[config.mk]
export PLATFORM = sky130hd
export DESIGN_NAME = hx711_filter_flat
export DESIGN_NICKNAME = d
export VERILOG_FILES = /design/src/rtl/hx711_filter_if.sv /design/src/rtl/hx711_filter.sv /design/src/flat_wrapper.sv
export SDC_FILE = /design/constraint.sdc
export NUM_CORES = 1
export LEC_CHECK = 0
export ABC_AREA = 1
export CAP_MARGIN = 10
export CORE_MARGIN = 1
export CORE_UTILIZATION = 60
export DETAILED_ROUTE_END_ITERATION = 6
export PLACE_DENSITY = 0.82
export SLEW_MARGIN = 20
export SYNTH_ARGS = -nofsm -noshare
export SYNTH_HDL_FRONTEND = slang
export SYNTH_SLANG_ARGS = --single-unit
[constraint.sdc]
create_clock -name clk -period 4.95 [get_ports clk]
set_clock_uncertainty 0.1 [all_clocks]
set_input_delay 0.99 -clock clk [delete_from_list [all_inputs] [get_ports clk]]
set_output_delay 0.99 -clock clk [all_outputs]
set_load 0.02 [all_outputs]
[src/rtl/hx711_filter_if.sv]
// Bus between the HX711 reader side and the filter: raw word in, filtered result out.
// The tare strobe exists only when HX711_FILTER_TARE_EN is defined.
interface hx711_filter_if;
    logic [23:0] weight;
`ifdef HX711_FILTER_TARE_EN
    logic        tare;
`endif
    logic [23:0] value;
    logic        valid;
    logic        ready;
    logic        stale;

`ifdef HX711_FILTER_TARE_EN
    modport master (output weight, output tare, input value, input valid, input ready, input stale);
    modport slave  (input weight, input tare, output value, output valid, output ready, output stale);
`else
    modport master (output weight, input value, input valid, input ready, input stale);
    modport slave  (input weight, output value, output valid, output ready, output stale);
`endif
endinterface

[src/rtl/hx711_filter.sv]
// Moving-average filter for an HX711 load-cell word, with a staleness watchdog.
// Optional tare offset register is built only when HX711_FILTER_TARE_EN is defined.
module hx711_filter #(
    parameter int AVG_LOG2 = 3,
    parameter int TIMEOUT  = 5000000
) (
    input  logic           clk,
    input  logic           rst,
    hx711_filter_if.slave  bus
);

    localparam int N  = 1 << AVG_LOG2;
    localparam int SW = 24 + AVG_LOG2;
    localparam int PW = (AVG_LOG2 == 0) ? 1 : AVG_LOG2;
    localparam int FW = AVG_LOG2 + 1;
    localparam int CW = $clog2(TIMEOUT + 1);

    localparam logic [FW-1:0] FILL_FULL = FW'(N);
    localparam logic [PW-1:0] PTR_LAST  = PW'(N - 1);
    localparam logic [CW-1:0] IDLE_MAX  = CW'(TIMEOUT);
    localparam logic [CW-1:0] IDLE_EDGE = CW'(TIMEOUT - 1);

    localparam logic [1:0] S_FILL  = 2'd0;
    localparam logic [1:0] S_RUN   = 2'd1;
    localparam logic [1:0] S_STALE = 2'd2;

    logic [23:0]        s1;
    logic [23:0]        s2;
    logic [23:0]        last_raw;
    logic signed [23:0] win_buf [N];
    logic [PW-1:0]      wr_ptr;
    logic [FW-1:0]      fill_cnt;
    logic signed [SW-1:0] sum;
    logic [CW-1:0]      idle_cnt;
    logic [1:0]         state;
    logic               acc_d1;

    logic               accept;
    logic               win_full;
    logic               stale_rise;
    logic signed [SW-1:0] evicted;
    logic signed [SW-1:0] sum_next;
    logic signed [23:0] average;
    logic signed [23:0] offset_next;
    logic signed [24:0] net;
    logic [23:0]        net_sat;

    // A word counts only once it has been seen identical in both sync stages and differs from the last one taken.
    always_comb begin
        accept     = (s1 == s2) && (s2 != last_raw);
        win_full   = (fill_cnt == FILL_FULL);
        stale_rise = !accept && (idle_cnt == IDLE_EDGE);
        evicted    = win_full ? SW'(win_buf[wr_ptr]) : '0;
        sum_next   = sum + SW'($signed(s2)) - evicted;
        average    = 24'(sum >>> AVG_LOG2);
        net        = $signed({average[23], average}) - $signed({offset_next[23], offset_next});
        net_sat    = (net[24] != net[23]) ? (net[24] ? 24'h800000 : 24'h7FFFFF) : net[23:0];
    end

`ifdef HX711_FILTER_TARE_EN
    logic signed [23:0] offset;

    // Tare latches the average as it stands before any coincident accept lands in the sum.
    always_comb offset_next = (bus.tare && state == S_RUN) ? average : offset;

    always_ff @(posedge clk) begin
        if (rst) offset <= '0;
        else     offset <= offset_next;
    end
`else
    always_comb offset_next = '0;
`endif

    always_ff @(posedge clk) begin
        if (!rst && accept) win_buf[wr_ptr] <= $signed(s2);
    end

    always_ff @(posedge clk) begin
        if (rst) begin
            s1        <= '0;
            s2        <= '0;
            last_raw  <= '0;
            wr_ptr    <= '0;
            fill_cnt  <= '0;
            sum       <= '0;
            idle_cnt  <= '0;
            state     <= S_FILL;
            acc_d1    <= 1'b0;
            bus.valid <= 1'b0;
            bus.value <= '0;
        end else begin
            s1     <= bus.weight;
            s2     <= s1;
            acc_d1 <= accept;

            bus.valid <= 1'b0;
            if (acc_d1 && state == S_RUN) begin
                bus.valid <= 1'b1;
                bus.value <= net_sat;
            end

            // An accept beats the timeout; a timeout forgets the window but keeps value and offset.
            if (accept) begin
                last_raw <= s2;
                idle_cnt <= '0;
                wr_ptr   <= (wr_ptr == PTR_LAST) ? '0 : wr_ptr + PW'(1);
                sum      <= sum_next;
                if (!win_full) fill_cnt <= fill_cnt + FW'(1);
                state    <= (win_full || fill_cnt == FILL_FULL - FW'(1)) ? S_RUN : S_FILL;
            end else if (stale_rise) begin
                idle_cnt <= IDLE_MAX;
                fill_cnt <= '0;
                sum      <= '0;
                wr_ptr   <= '0;
                state    <= S_STALE;
            end else if (idle_cnt != IDLE_MAX) begin
                idle_cnt <= idle_cnt + CW'(1);
            end
        end
    end

    assign bus.ready = (state == S_RUN);
    assign bus.stale = (state == S_STALE);

endmodule

[src/flat_wrapper.sv]
// flat-port wrapper written by rule: the top's interface ports become plain ports
module hx711_filter_flat 
#(
    parameter int AVG_LOG2 = 3,
    parameter int TIMEOUT  = 5000000
)
  (clk, rst, bus_weight, bus_value, bus_valid, bus_ready, bus_stale);
  hx711_filter_if bus_i ();
  input  logic clk;
  input  logic rst;
  input wire logic [$bits(bus_i.weight)-1:0] bus_weight;
  output wire logic [$bits(bus_i.value)-1:0] bus_value;
  output wire logic [$bits(bus_i.valid)-1:0] bus_valid;
  output wire logic [$bits(bus_i.ready)-1:0] bus_ready;
  output wire logic [$bits(bus_i.stale)-1:0] bus_stale;
  assign bus_i.weight = bus_weight;
  assign bus_value = bus_i.value;
  assign bus_valid = bus_i.valid;
  assign bus_ready = bus_i.ready;
  assign bus_stale = bus_i.stale;
  hx711_filter #(.AVG_LOG2(AVG_LOG2), .TIMEOUT(TIMEOUT)) u_core (.clk(clk), .rst(rst), .bus(bus_i));
endmodule
Word level (Yosys, flattened, before mapping)
Memory sizes are Yosys's and may differ from the RTL's. A register that Yosys moved wholly into a read port is not among the register bits.
Cells that the tools add are included.
{ "op_classes": {"addsub": 5, "eq_ne": 10, "mux": 19, "n_reduce_logical": 12} }
{ "ops": {"columns": ["op", "count"], "rows": [
  ["27-bit 2-to-1 mux", 3],
  ["23-bit 2-to-1 mux", 2],
  ["27-bit by 24-bit adder with 27-bit output", 1],
  ["27-bit subtractor", 1],
  ["24-bit equality test", 1],
  ["24-bit inequality test", 1],
  ["23-bit by 1-bit adder with 23-bit output (second input constant)", 1],
  ["23-bit equality test (second input constant)", 1],
  ["23-bit inequality test (second input constant)", 1],
  ["3-bit 2-to-1 mux", 5],
  ["4-bit 2-to-1 mux", 3],
  ["4-bit by 1-bit adder with 4-bit output (second input constant)", 1],
  ["4-bit by 3-bit equality test with 1-bit output (second input constant)", 1],
  ["4-bit equality test (second input constant)", 1],
  ["1-bit logical AND", 4],
  ["1-bit 2-to-1 mux", 4],
  ["2-bit 2-to-1 mux", 2],
  ["2-bit nonzero test", 2],
  ["3-bit by 1-bit adder with 3-bit output (second input constant)", 1],
  ["3-bit equality test (second input constant)", 1],
  ["3-bit OR reduction", 1],
  ["2-bit by 1-bit equality test with 1-bit output (second input constant)", 1],
  ["2-bit equality test (second input constant)", 1],
  ["1-bit logical NOT", 2],
  ["4 further kinds", 4]
]} }
{ "word_totals": {"reg_bits": 157, "ram_bits": 192, "output_inout_bits": 27, "mem_count": 1} }
{ "mem_list": {"columns": ["memory", "words", "word_bits", "read_ports", "rd_ports_with_merged_regs", "write_ports", "line", "source"], "rows": [
  ["u_core.win_buf", 8, 24, 1, 1, 1, "hx711_filter.sv:30", "logic signed [23:0] win_buf [N];"]
]} }

Logic depth before layout (Yosys ltp)
Gate-level depths: netlist (run 1).
{ "logic_depth": {"ltp_word": 8, "mapped_depth": 24} }

Worst setup path after synthesis (run 1)
No wires, ideal clock.
{ "synth_timing": {"path_type": "input-to-reg", "start": "input rst", "end": "memory u_core.win_buf[4][0], enable pin", "setup_ps": 435, "arrival_time_ps": 3148, "setup_slack_ps": 1267, "stages": 4, "n_path_buf": 1, "cell_sequence": "clkbuf_1 nor2_8 nand2_1 nor3_1"} }
{ "synth_between": {"elab_chain_len": 4} }
{ "synth_lines": {"columns": ["item", "line", "source"], "rows": [
  ["start: declaration", "flat_wrapper.sv:10", "input logic rst;"],
  ["1-bit logical NOT", "hx711_filter.sv:75", "if (!rst && accept) win_buf[wr_ptr] <= $signed(s2);"],
  ["1-bit logical AND", "hx711_filter.sv:75", null],
  ["1-bit 2-to-1 mux", "hx711_filter.sv:75", null],
  ["1-bit 2-to-1 mux (implied by the code)", "hx711_filter.sv:75", null],
  ["end: declaration", "hx711_filter.sv:30", null]
]} }
Every way passes these cells.

Worst setup path in the final report (run 1)
{ "layout_timing": {"start": "register u_core.fill_cnt[0]", "end": "register u_core.sum[21]"} }
{ "layout_between": {"elab_chain_len": 4} }
{ "layout_lines": {"columns": ["item", "line", "source"], "rows": [
  ["start: declaration", "hx711_filter.sv:32", "logic [FW-1:0] fill_cnt;"],
  ["start signal: assignment", "hx711_filter.sv:108", "if (!win_full) fill_cnt <= fill_cnt + FW'(1);"],
  ["4-bit equality test", "hx711_filter.sv:51", "win_full = (fill_cnt == FILL_FULL);"],
  ["27-bit 2-to-1 mux", "hx711_filter.sv:53", "evicted = win_full ? SW'(win_buf[wr_ptr]) : '0;"],
  ["27-bit subtractor", "hx711_filter.sv:54", "sum_next = sum + SW'($signed(s2)) - evicted;"],
  ["27-bit 2-to-1 mux", "hx711_filter.sv:103", "if (accept) begin"],
  ["end signal: assignment", "hx711_filter.sv:107", "sum <= sum_next;"],
  ["end: declaration", "hx711_filter.sv:33", "logic signed [SW-1:0] sum;"]
]} }
Every way passes these cells.
A chain may end at the register's enable or synchronous reset.

==> impl_metrics.toml, run 1 <==
[pwr]
irDropWorstVdd_mv = 0.289
power_mw = 6.36
p_leak_nw = 7.34
power_density_mw_per_mm2 = 344

[global_routing]
first_global_vias = 12300
grt_pass1_wl_mm = 64.9
gr-total-overflow = 0
grt_max_degree = 72
antenna_found_initial = 0
grt_use_total_pct = 29.9

[die]
io-pin-count = 53
initial_utilization_pct = 60.9
rows = 60
die_area_mm2 = 0.0279
core-area_mm2 = 0.0268
die_h_um = 167
fp.dieW_um = 167

[logic_synthesis]
synthMostInstantiatedCell = "nand2_1"
synth_enable_flop_cells = 192
synth_top_area_share_pct = 35.3
ys_ff_latch = 352
yosys-top-cells-count = "nand2_1 (300), nor2_1 (293), inv_1 (229)"
yosys.area.top_type = "edfxtp_1"
synth.net_count = 1909
netlist_instances = 1824
yosysSeqAreaShare_pct = 54.9
async_reset_ff_share_pct = 0
synth.avg_cell_area_um2 = 8.95
synth.distinct_cells = 43
synth_area_leaders = "edfxtp_1 (35%), dfxtp_1 (20%), nand2_1 (6.9%)"
synthFlopType = "edfxtp_1"
synth.cell_area_mm2 = 0.0163
yosysWarnings = 0

[sta]
fin_crit_sh_pct = 90.4
finalSetupTns_ps = 0
layout_setup_ws_ps = 474
final_max_slew_viol_count = 0
setup_violations = 0
fin_crit_ps = 4480
rsz0062_at_grt = "false"
relSlewSlack_pct = 42.7
fin_hold_ws_ps = 344
max_freq_mhz = 223
hold_violations = 0
worst_pin_slew_ps = 858

[worst_setup_path]
crit_arrival_ps = 4800
required_ps = 5270
crit_start = "u_core.fill_cnt[0]"
cp-end-kind = "flip-flop"
r2r-start = "u_core.fill_cnt[0]"
worstPathMaxFanout = 11
r2r_setup_slack_ps = 470
worst-setup-path-type = "reg -> reg"
startpoint_type = "flip-flop"

[run_status]
outcome = "completed"

[final_layout]
antennaDiodeCount = 0
nets = 1962
final_core_util_pct = 68.9
final_cell_area_mm2 = 0.0185
areaGrowthSynthToFinish_pct = 13.1
fin_cells = 2246
drive_gt1_share_pct = 8.61

[clocking]
holdBufCountCts = 0
cts.clk_slew.worst_paths_ps = 60
cts_made_buffers = 37
post_cts_resized = 0
clkSinkCount = 352
cts_max_level = 2
cts.path.max_buffers = 3
root_buffer = "clkbuf_16"
insertion_delay_ps = 540
post-cts-setup-buffers = 0
cts_tree = "yes"

[routing]
via_per_inst = 5.67
drt_first_pass_iters = 6
drt_iter0_markers = 1161
num_vias = 12700
post_drt_wl_per_cell_um = 18.2
wl_mm = 40.9
detail-route-antenna-nets = 0
drc_errors = 0

[placed_design]
postPlaceCellArea_mm2 = 0.0172
place_inst = 2179
place_ws_ps = 668
portBuffers = 52
hpwl_mm = 27.3
gp_congestion = 0.987

[job]
cap_violations = 0

[min_path]
hp-class = "reg -> reg"
hp-start = "u_core.s1[10]"
==> power breakdown <==
group / internal, mW / switching (mW)
Clock: 1.66 / 1.16
Combinational: 0.142 / 0.277
Sequential: 3.09 / 0.0370
==> flip-flops by register name (all words and copies together) (netlist names), named ones only <==
register and cells:
u_core.acc_d1 1, u_core.bus.valid 1, u_core.bus.value 24, u_core.fill_cnt 4
u_core.idle_cnt 23, u_core.last_raw 24, u_core.s1 24, u_core.s2 24
u_core.state 2, u_core.sum 27, u_core.win_buf 192, u_core.wr_ptr 3
==> layout make-up <==
cell class              instances  area [µm²]
repair buffers                 81         746
clock inverters                17         164
well taps                     341         427
clock buffers                  50        1090
flip-flops and latches        352        8970
fillers                      2062        8320
inverters                     249         935
multi-input cells            1156        6150
==> cells by family after synthesis <==
kind of cell	Yosys count	synth area share, %
AO/OA/AOI/OAI	314	10.8
XOR/XNOR	28	1.50
adder cells (fa/ha/maj)	59	5.72
buffers and inverters	316	7.68
flip-flops	352	54.9
AND/OR/NAND/NOR	755	19.4
==> worst max-delay path, stage by stage (launching register included) <==
cell	delay, ps
dfxtp_1	330
inv_1	90
ha_1	150
nand3_1	130
inv_1	490
buf_4	280
o21ai_0	120
a31oi_1	330
fa_1	510
inv_1	130
ha_1	150
nand2_1	60
o21ai_0	450
inv_1	130
o21ai_0	400
nand3b_1	190
nand3_1	110
nand2_1	70
nand3_1	80
nand2_1	50
==> per-layer routing <==
layer / GRT usage (%) / share of wire (%)
met2: 49.3 / 47
met3: 5.23 / 7.7
met4: 11.5 / 3.6
met5: 0 / 0
met1: 39.3 / 41
==> final timing paths <==
path	to	cells after the start
worst max-delay path	u_core.sum[21]	19
worst min-delay path	u_core.s2[10]	2
worst max register to register	u_core.sum[21]	19
worst min register to register	u_core.s2[10]	2
==> cells in the final DEF (no fill, tap or decap), drive strengths merged, types with 3 or more instances in the layout <==
master         instances
xnor2                  5
buf                   30
a31oi                 23
clkdlybuf4s50         51
nand3                 84
xor2                  23
ha                    33
dfxtp                160
o22ai                 43
nand4                 21
edfxtp               192
or2                   11
nor2                 296
fa                    26
inv                  253
nor4                   9
clkinv                 9
clkbuf                50
a21oi                 66
a21o                   3
o21bai                 3
nor3                  25
o21ai                172
nand2                304
No activity file was read; power rests on OpenSTA's default activity.
==> inputs of run 2 (changes only) <==
--- a/config.mk
+++ b/config.mk
@@ -6,11 +6,12 @@
 export NUM_CORES = 1
 export LEC_CHECK = 0
 export ABC_AREA = 1
-export CAP_MARGIN = 10
+export CAP_MARGIN = 20
 export CORE_MARGIN = 1
 export CORE_UTILIZATION = 60
 export DETAILED_ROUTE_END_ITERATION = 6
 export PLACE_DENSITY = 0.82
+export RECOVER_POWER = 25
 export SLEW_MARGIN = 20
 export SYNTH_ARGS = -nofsm -noshare
 export SYNTH_HDL_FRONTEND = slang
==> results of run 2 <==
The final DEF is identical to that of run 1; final timing and power are the same.
